===== config.mk =====
export PLATFORM = sky130hd
export DESIGN_NAME = hub75_frame_loader
export DESIGN_NICKNAME = d
export VERILOG_FILES = /design/src/rtl/hub75_frame_loader.sv
export SDC_FILE = /design/constraint.sdc
export NUM_CORES = 1
export LEC_CHECK = 0
export ABC_AREA = 0
export CAP_MARGIN = 20
export CORE_UTILIZATION = 30
export DETAILED_ROUTE_END_ITERATION = 6
export SYNTH_ARGS = -nofsm -noshare
export SYNTH_HDL_FRONTEND = slang
export SYNTH_SLANG_ARGS = --single-unit

===== constraint.sdc =====
create_clock -name clk -period 2.3 [get_ports clk]
set_input_delay 0.46 -clock clk [delete_from_list [all_inputs] [get_ports clk]]
set_output_delay 0.46 -clock clk [all_outputs]
set_load 0.03 [all_outputs]

===== src/rtl/hub75_frame_loader.sv =====
// Bridges SPI pixel words into the system clock and sequences linear writes into the HUB75 back buffer.
// Optional frame/drop statistics counters are enabled by defining HUB75_FRAME_COUNT_EN.
module hub75_frame_loader #(
    parameter int          WIDTH  = 64,
    parameter int          HEIGHT = 32,
    parameter int          ADDR_W = 11,
    parameter logic [15:0] MARKER = 16'hFFFF
) (
    input  logic              clk,
    input  logic              reset_n,
    input  logic [15:0]       spi_data,
    input  logic              spi_pixel_clk,
    output logic              fb_wr_en,
    output logic [ADDR_W-1:0] fb_waddr,
    output logic [15:0]       fb_wdata,
    output logic              swap_req,
    input  logic              swap_ack,
    output logic              frame_active,
    output logic              sync_error,
    output logic              overrun,
    input  logic              clear_overrun
`ifdef HUB75_FRAME_COUNT_EN
    ,
    output logic [7:0]        frame_count,
    output logic [7:0]        drop_count
`endif
);

    typedef enum logic [1:0] {IDLE, LOAD, SWAP_WAIT} state_t;

    localparam logic [ADDR_W-1:0] LAST_ADDR = ADDR_W'(WIDTH * HEIGHT - 1);

    state_t            state;
    logic [ADDR_W-1:0] cnt;
    logic              s1, s2, s3;
    logic              word_evt;
    logic              is_marker;
    logic              drop_evt;

    assign is_marker = (spi_data == MARKER);
    assign drop_evt  = word_evt && (state == SWAP_WAIT);

    // Stage 0: strobe synchroniser and registered falling-edge detect
    always_ff @(posedge clk or negedge reset_n) begin
        if (!reset_n) begin
            s1       <= 1'b0;
            s2       <= 1'b0;
            s3       <= 1'b0;
            word_evt <= 1'b0;
        end else begin
            s1       <= spi_pixel_clk;
            s2       <= s1;
            s3       <= s2;
            word_evt <= s3 & ~s2;
        end
    end

    // Stage 1: word handling; spi_data is quasi-static by the word_evt cycle
    always_ff @(posedge clk or negedge reset_n) begin
        if (!reset_n) begin
            state        <= IDLE;
            cnt          <= '0;
            fb_wr_en     <= 1'b0;
            fb_waddr     <= '0;
            fb_wdata     <= '0;
            swap_req     <= 1'b0;
            frame_active <= 1'b0;
            sync_error   <= 1'b0;
            overrun      <= 1'b0;
        end else begin
            fb_wr_en   <= 1'b0;
            sync_error <= 1'b0;

            if (drop_evt)
                overrun <= 1'b1;
            else if (clear_overrun)
                overrun <= 1'b0;

            case (state)
                IDLE: begin
                    if (word_evt && is_marker) begin
                        state        <= LOAD;
                        cnt          <= '0;
                        frame_active <= 1'b1;
                    end
                end
                LOAD: begin
                    if (word_evt) begin
                        if (is_marker) begin
                            sync_error <= 1'b1;
                            cnt        <= '0;
                        end else begin
                            fb_wr_en <= 1'b1;
                            fb_waddr <= cnt;
                            fb_wdata <= spi_data;
                            cnt      <= cnt + ADDR_W'(1);
                            if (cnt == LAST_ADDR) begin
                                state        <= SWAP_WAIT;
                                frame_active <= 1'b0;
                                cnt          <= '0;
                            end
                        end
                    end
                end
                SWAP_WAIT: begin
                    // swap_req rises one cycle after the final write, so an ack is never seen early
                    if (!swap_req) begin
                        swap_req <= 1'b1;
                    end else if (swap_ack) begin
                        swap_req <= 1'b0;
                        state    <= IDLE;
                    end
                end
                default: state <= IDLE;
            endcase
        end
    end

`ifdef HUB75_FRAME_COUNT_EN
    function automatic logic [7:0] sat_inc8(input logic [7:0] v);
        return (v == 8'hFF) ? v : v + 8'd1;
    endfunction

    logic ack_evt;
    assign ack_evt = (state == SWAP_WAIT) && swap_req && swap_ack;

    // Stage 2: statistics; a drop in the clear cycle still counts once
    always_ff @(posedge clk or negedge reset_n) begin
        if (!reset_n) begin
            frame_count <= 8'd0;
            drop_count  <= 8'd0;
        end else begin
            if (ack_evt)
                frame_count <= frame_count + 8'd1;
            if (clear_overrun)
                drop_count <= drop_evt ? 8'd1 : 8'd0;
            else if (drop_evt)
                drop_count <= sat_inc8(drop_count);
        end
    end
`endif

endmodule


# Word-level counts from Yosys, hierarchy flattened
# Index checks and enable logic that the tools add are counted.
dict set report word_totals {
  inputBits 21
  word_cells 63
  ff_bits 49
}
dict set report op_classes {
  n_bitwise 3
  muxes 27
  eq_ne 10
  n_reduce_logical 9
  addsub 1
}
# operator n
set ops {}
lappend ops {{11-bit two-way mux} 4}
lappend ops {{11-bit case mux with 2 select lines} 1}
lappend ops {{16-bit == test, second input constant} 1}
lappend ops {{1-bit two-way mux} 14}
lappend ops {{2-bit two-way mux} 6}
lappend ops {{2-bit inequality test, second input constant} 6}
lappend ops {{11-bit by 1-bit adder with 11-bit output, second input constant} 1}
lappend ops {{11-bit == test, second input constant} 1}
lappend ops {{2-bit case mux with 3 select lines} 1}
lappend ops {{3-bit AND reduction} 2}
lappend ops {{6-bit AND reduction} 1}
lappend ops {{5-bit AND reduction} 1}
lappend ops {{2-bit nonzero test} 2}
lappend ops {{2-bit by 1-bit == test with 1-bit output, second input constant} 1}
lappend ops {{2-bit == test, second input constant} 1}
lappend ops {{1-bit logical AND} 2}
lappend ops {{2-bit logical NOT} 1}
lappend ops {{1-bit inverter} 2}
lappend ops {{1-bit case mux with 2 select lines} 1}
lappend ops {{1-bit AND} 1}

# Depth between registers and ports, before layout
# Gate-level depths: netlist of the first run.
dict set report depth {
  depth_word 5
  mapped_depth 6
  depth_no_buf 5
}

# Worst setup path after synthesis of the first run
# No wires, ideal clock.
dict set report synth_timing {
  path_kind {input -> register}
  startpoint {input port spi_data[15]}
  endpoint {register fb_wdata[15]}
  path_buffers 2
  arrival_ns 1.643
  setup_slack_ns 0.532
  stages 6
  cell_sequence {and4_1 -> and4_4 -> or2_1 -> buf_2 -> buf_6 -> mux2_4}
}
dict set report synth_between {
  elab_chain_cells 3
}
# element line
set synth_lines {}
lappend synth_lines {{start: declaration} 11} ;# input logic [15:0] spi_data,
lappend synth_lines {{16-bit == test} 40} ;# assign is_marker = (spi_data == MARKER);
lappend synth_lines {{1-bit inverter (no line)} n/a}
lappend synth_lines {{3-bit AND reduction (no line)} n/a}
lappend synth_lines {{end signal: assignment} 95} ;# fb_wdata <= spi_data;
lappend synth_lines {{end: declaration} 15} ;# output logic [15:0] fb_wdata,
# Several ways; a longest one is shown, not always the timed one.
# A chain may end at the register's enable or synchronous reset.

# Final worst setup path of the first run
dict set report layout_timing {
  startpoint {input port spi_data[14]}
  endpoint {register fb_wdata[0]}
}
dict set report layout_between {
  elab_chain_cells 3
}
# element line
set layout_lines {}
lappend layout_lines {{16-bit == test} 40}
lappend layout_lines {{1-bit inverter (no line)} n/a}
lappend layout_lines {{3-bit AND reduction (no line)} n/a}
# Every way passes these cells.

==> run metrics, run 1 <==
status=complete, no violations; Vias=1614; crit path max-delay cell type=clkdlybuf4s50_1; antenna viol nets, final=0; Worst VDD drop=0.2382 mV; RSZ-0062 raised after global routing=no; min Tclk post-route=1.982 ns; clk sink count=49; largest net degree at the start of global routing=50; post_cts resized=0; Max H-tree Level=2; total power=1.672 mW; Post-DP Area=0.002899 sq mm; synthesized area per cell=12.09 sq um; Max FO, Critical Path=12; setup violators final=0; multi-input logic area=878.3 sq um; DIE AREA=0.007683 sq mm; Tcrit/Tclk final=86.19%; Slew Viols, Final=0; Critical Path AT=2.17 ns; mapped cell area=0.002201 sq mm; Pleak=1.308 nW; Syn. warnings=0; # diodes=0; Final Skew=0.006033 ns; Top cell by count, worst path=and4_4; Synth Net Count=204; worst slew pin tran=0.6151 ns; GRT Util Overall=13.13%; final hold vios=0; nets=268; post-CTS setup buffer count=0; type of the tightest min-delay check=in2async; slowest cell delay on critical path=0.50 ns; layout cells sized above 1=19.43%; post-synthesis sequential area ratio=55.71%; placeable core area=0.006944 sq mm; most instantiated cells after synthesis=dfrtp_1, mux2_4, o21ai_1; type of destination of the critical path=flip-flop; asr flop ratio synth=100.0%; crit path buf inv count=2; flops & latches, synth=49; Avg WL per Cell=13.88 um; Post-Route WL=4761 um; number of enable flip-flop cells after synthesis=0; first-pass GRT wire length=7783 um; Largest delay share family, worst path=simple AND/OR/NAND/NOR gates; Initial Util=31.69%; top cell type's share of synthesized area=55.71%; GRT overflow=0; Slew headroom=58.99%; Core Util, Final=43.42%; Synth area leaders=dfrtp_1, mux2_4, o21ai_1; Reg clk slew, reported paths=0.09 ns; sequential cell area=0.001226 sq mm; Peak Freq=0.5045 GHz; Top FF cell, synth=dfrtp_1; max cap viols=0; Crit Path Category=in2reg; DR DRC count=0; Final HPWL DP=3380 um; hold_buf cts=0; Synth Instances=182; initial DRC count=117; Layout area overhead=37.01%; placer congestion estimate=0.7704; cts bufs inserted=5; initial antenna violation count=0; Root Buffer=clkbuf_8; IO buf count=52; Clock Latency Late Sink=0.30 ns; die width=87.65 um; post-synth cell types=37; number of global-route vias before repair=1646; DR pass1 iterations=4; vias per cell=4.706; CP cell instances=clkdlybuf4s50_1, and4_4, and4_4, or2_1, buf_12, mux2_1; layout filler cell count=670; CP Launch Type=primary input; P per Cell Area=554.4 mW/mm^2; Ports=53; CTS tree=done; most frequent cell after synthesis=dfrtp_1; CTS Buffer Depth=2; die height=87.65 um; std cell rows=30; Required @ worst endpoint=2.49 ns; Synth area leader=dfrtp_1; design area=0.003015 sq mm
-- stage by stage --
| step | hold WS (ns) | setup WS [ns] | setup TNS, ns | instances |
|---|---|---|---|---|
| floorplan | 0.1644 | 0.5322 | 0 | 182 |
| global placement | 0.3331 | 0.01912 | 0 | 335 |
| detailed placement | 0.3385 | -0.01325 | -0.05268 | 335 |
| CTS | 0.2764 | 0.3061 | 0 | 343 |
| global route | 0.3184 | 0.2643 | 0 | 343 |
| finish | 0.2494 | 0.3177 | 0 | 343 |
-- final timing paths --
path,from,end,slack (ns),cells past startpoint
max,spi_data[14],fb_wdata[0],0.32,6
min,reset_n,fb_wdata[15],0.25,2
max reg2reg,cnt[0],frame_active,0.49,6
min reg2reg,s1,s2,0.36,0
max in group asynchronous,reset_n,cnt[4],1.63,2
min in group clk,s1,s2,0.36,0
-- worst reg2reg max path: cells and delay by family (launching register included) --
family | cells | cell delay (ns)
AND/OR/NAND/NOR | 2 | 0.47
flip-flops | 1 | 0.41
AO/OA/AOI/OAI | 2 | 0.33
buffers and inverters | 1 | 0.25
adder cells (fa/ha/maj) | 1 | 0.23
-- cell families after synthesis --
family / after synthesis / share of synthesized area [%]
simple gates: 44 / 12.39
flops: 49 / 55.71
fa+ha+maj: 1 / 0.5684
compound gates: 47 / 13.47
mux: 20 / 13.47
buf+inv: 21 / 4.377
-- registers in the layout (all words and copies together), names as in the netlist --
| signal | flops |
|---|---|
| cnt | 11 |
| fb_waddr | 11 |
| fb_wdata | 16 |
| fb_wr_en | 1 |
| frame_active | 1 |
| overrun | 1 |
| s1 | 1 |
| s2 | 1 |
| s3 | 1 |
| state | 2 |
| swap_req | 1 |
| sync_error | 1 |
| word_evt | 1 |
-- cells in the final DEF, fill, tap and decap left out, types with 4 or more instances in the layout --
cell,count
a211oi_1,5
buf_4,12
clkbuf_8,6
clkdlybuf4s50_1,51
dfrtp_1,49
inv_1,12
mux2_4,19
nand2_1,9
nand2b_1,4
nand3_1,6
o21ai_0,10
o21ai_1,15
o22ai_1,5
-- cell type report --
| cell class | instances | area share, % |
|---|---|---|
| inverters | 13 | 1.618 |
| flip-flops and latches | 49 | 40.66 |
| clock inverters | 1 | 0.9959 |
| multi-input cells | 112 | 29.13 |
| repair buffers | 65 | 20.75 |
| clock buffers | 7 | 2.863 |
| well taps | 96 | 3.983 |
-- report_power, final --
part / total, mW / internal (mW) / switching (mW) / leakage [nW]
registers: 0.889 / 0.879 / 0.0102 / 0.561
clock network: 0.634 / 0.355 / 0.279 / 0.0585
logic: 0.149 / 0.0763 / 0.0725 / 0.689
-- layer usage --
| metal | global-route usage [%] | share of wire [%] | vias up |
|---|---|---|---|
| met5 | 0 | 0 | - |
| met4 | 3.726 | 0.88 | 0 |
| met3 | 2.922 | 4.3 | 4 |
| met2 | 20.95 | 45 | 40 |
| met1 | 17.98 | 50 | 780 |
| li1 | - | - | 790 |
Note: power is estimated with default switching activity, not from simulation.
==> run 2: changes to the inputs <==
- CTS_CLUSTER_SIZE: default -> 28
==> results of run 2 <==
Same layout as run 1: the final DEF is identical, and so are final timing and power.
==> run 3: changes to the inputs <==
- SKIP_LAST_GASP: default -> 1
- SLEW_MARGIN: default -> 10
==> results of run 3 <==
Same layout as run 1: the final DEF is identical, and so are final timing and power.
==> RTL change (config.mk and constraints of run 1) <==
The parameter `ADDR_W` goes from 11 to 10.
--- a/src/rtl/hub75_frame_loader.sv
+++ b/src/rtl/hub75_frame_loader.sv
@@ -3,7 +3,7 @@
 module hub75_frame_loader #(
     parameter int          WIDTH  = 64,
     parameter int          HEIGHT = 32,
-    parameter int          ADDR_W = 11,
+    parameter int          ADDR_W = 10,
     parameter logic [15:0] MARKER = 16'hFFFF
 ) (
     input  logic              clk,
Ports: changed (resized fb_waddr); port bits go from 53 to 52. The function was not compared with the original's and may differ.
==> RTL change against run 1 <==
Wire length shrank 11%. Power grew 1.9%. Sequential cell count shrank 2. Sequential power shrank 4.2%. Final area shrank 5.6%. Worst setup slack lost 0.043 ns. The flow now finishes with violations (DRC). Critical endpoint is now cnt[7]. Area after synthesis shrank 8.5%. Count of clock-buffer cells in the layout shrank 1.
==> RTL change: results (changes against run 1) <==
* Slowest CP cell: clkdlybuf4s50_1
* Final Wtd Congestion at 0.813 (+5.6%)
* DR iter-0 viols at 114 (-2.6%)
* Post-CTS Repair Setup Buffers at 0 (unchanged)
* Lkg Pwr at 0.00120 uW (-8.3%)
* Number of enable flip-flop cells after synthesis at 0 (unchanged)
* DRT Pass-1 Iters at 6 (+2)
* CTS resizes at 0 (unchanged)
* DRC Markers at 2 (+2)
* Antenna cell count at 0 (unchanged)
* CTS Buf Count at 5 (unchanged)
* FF-to-FF path depth at 4 (-2)
* Clock transition at the registers of the reported paths at 0.08 ns
* CTS Root Cell: clkbuf_8
* PortBufs at 51 (-1.9%)
* Register area share after synthesis at 58.4% (+2.7 points)
* Worst-skew pair later-pin latency at 0.30 ns (about the same)
* Largest regs: fb_wdata: 16 flops, cnt: 10 flops, fb_waddr: 10 flops
* Most frequent cells after synthesis: dfrtp_1, mux2_2, nand2_1
* Clock skew at 0.00956 ns (+0.00353 ns)
* Sw Ratio at 20.9% (-0.78 points)
* Crit Reg-Reg Startpoint: state[1]
* CP arrival at 2.21 ns (+0.04 ns)
* Vias in the first global route at 1512 (-8.1%)
* Worst slack, placed at -0.0396 ns (-0.0263 ns)
* CP max FO at 10 (-2)
* Avg WL per Cell at 13.8 um (-0.69%)
* Worst Hold Path Cells at 0
* Share of layout cells above drive strength 1 at 20.0% (+0.57 points)
* Fraction of registers with async set/reset at 100% (unchanged)
* R2r endpoint: fb_wdata[9]
* Rel. slew slack at 67.5% (+8.5 points)
* All-layer global routing usage at 13.2% (+0.11 points)
* First-pass GRT wire length at 7380 um (-5.2%)
* CTS Buffer Depth at 2 (unchanged)
* Hold worst-path end: s2
* CP peak stage delay at 0.48 ns (-0.02 ns)
* Initial antenna violation count at 0 (unchanged)
* Largest net degree at the start of global routing at 40 (-20%)
* Status: finished with violations
* Ranking of synthesized cells by area: dfrtp_1, mux2_2, nand4_1
* H-Tree Depth at 2 (unchanged)
* Vias per cell at 4.96 (+5.5%)
* HP Start: s1
* Synth cell types at 35 (-5.4%)
* Nets@finish at 251 (-6.3%)
* Syn Nets at 187 (-8.3%)
* Reg2Reg Setup Slack at 0.46 ns (-0.03 ns)
* Yosys warns at 0 (unchanged)
* Hold Path Class: flip-flop to flip-flop
* Hold_buf cts at 1 (+1)
* Max IR drop VDD at 296 uV (+24%)
* Failing checks: DRC
* Fin crit share at 88.1% (+1.9 points)
* DP Wirelength at 3100 um (-8.4%)
==> RTL change: cell types whose count changed after synthesis, moves of 3 or more <==
cell,before,now
a22o_1,0,4
o22ai_1,5,0
mux2_2,0,24
mux2_4,19,0
nor2_1,0,7
a211oi_1,5,0
a21oi_1,3,6
nand4_1,3,9
inv_1,12,6
o21ai_1,15,0
and2_1,3,0
==> RTL change: power by group through the flow <==
| stage | clock (uW) | combinational, uW | sequential (uW) |
|---|---|---|---|
| 2_1_floorplan | 0 | 19.9 | 898 |
| 3_3_place_gp | 0 | 143 | 869 |
| 3_5_place_dp | 0 | 144 | 869 |
| 4_1_cts | 733 | 145 | 853 |
| 5_1_grt | 768 | 153 | 855 |
| 6_report | 710 | 142 | 852 |
==> RTL change: cell type report <==
| type | count | area [um2] |
|---|---|---|
| multi-input combinational | 106 | 783 |
| clock inverter | 2 | 60.1 |
| tap | 77 | 96.3 |
| timing repair buffer | 63 | 636 |
| clock buffer | 6 | 72.6 |
| inverter | 6 | 22.5 |
| sequential | 47 | 1180 |
| fill | 608 | 3580 |
==> RTL change: per-layer routing <==
| layer | track usage, % | vias to the layer above | routed length [um] |
|---|---|---|---|
| met5 | 0 | - | 0 |
| met1 | 17.6 | 729 | 1970 |
| met3 | 5.74 | 8 | 368 |
| met4 | 4.23 | 0 | 73 |
| li1 | - | 732 | - |
| met2 | 19.3 | 55 | 1820 |
==> RTL change: worst max path at each step <==
| stage | start | endpoint | cells past startpoint |
|---|---|---|---|
| final | spi_data[9] | cnt[7] | 6 |
| after global routing | spi_data[14] | cnt[7] | 6 |
| after CTS | spi_data[9] | cnt[7] | 6 |
| after detailed placement | spi_data[9] | cnt[7] | 6 |
| after global placement | spi_data[1] | cnt[7] | 5 |
| after floorplan | spi_data[14] | cnt[7] | 5 |
==> RTL change: metrics by stage <==
stage / power [uW] / hold slack (ns) / cell area, um2 / cells
finish: 1700 / 0.355 / 2850 / 307
floorplan: 918 / 0.164 / 2010 / 165
CTS: 1730 / 0.361 / 2850 / 307
detailed placement: 1010 / 0.330 / 2700 / 298
global route: 1780 / 0.375 / 2850 / 307
global placement: 1010 / 0.331 / 2700 / 298
==> RTL change: logic make-up (layout without fill, tap and decap cells) <==
kind of cell               after synthesis  in the layout  synth area share, %
buffers and inverters                   12             77                 2.73
adders and majority gates                1              1                0.621
DFF                                     47             47                 58.4
muxes                                   27             27                 15.0
and+or+nand+nor                         50             50                 14.1
AOI/OAI and AO/OA                       28             28                 9.13
==> RTL change: worst max-delay path, delay by kind of cell <==
kind | cells | cell delay [ns]
buffers and inverters | 2 | 0.72
AND/OR/NAND/NOR | 2 | 0.54
AO/OA/AOI/OAI | 2 | 0.49
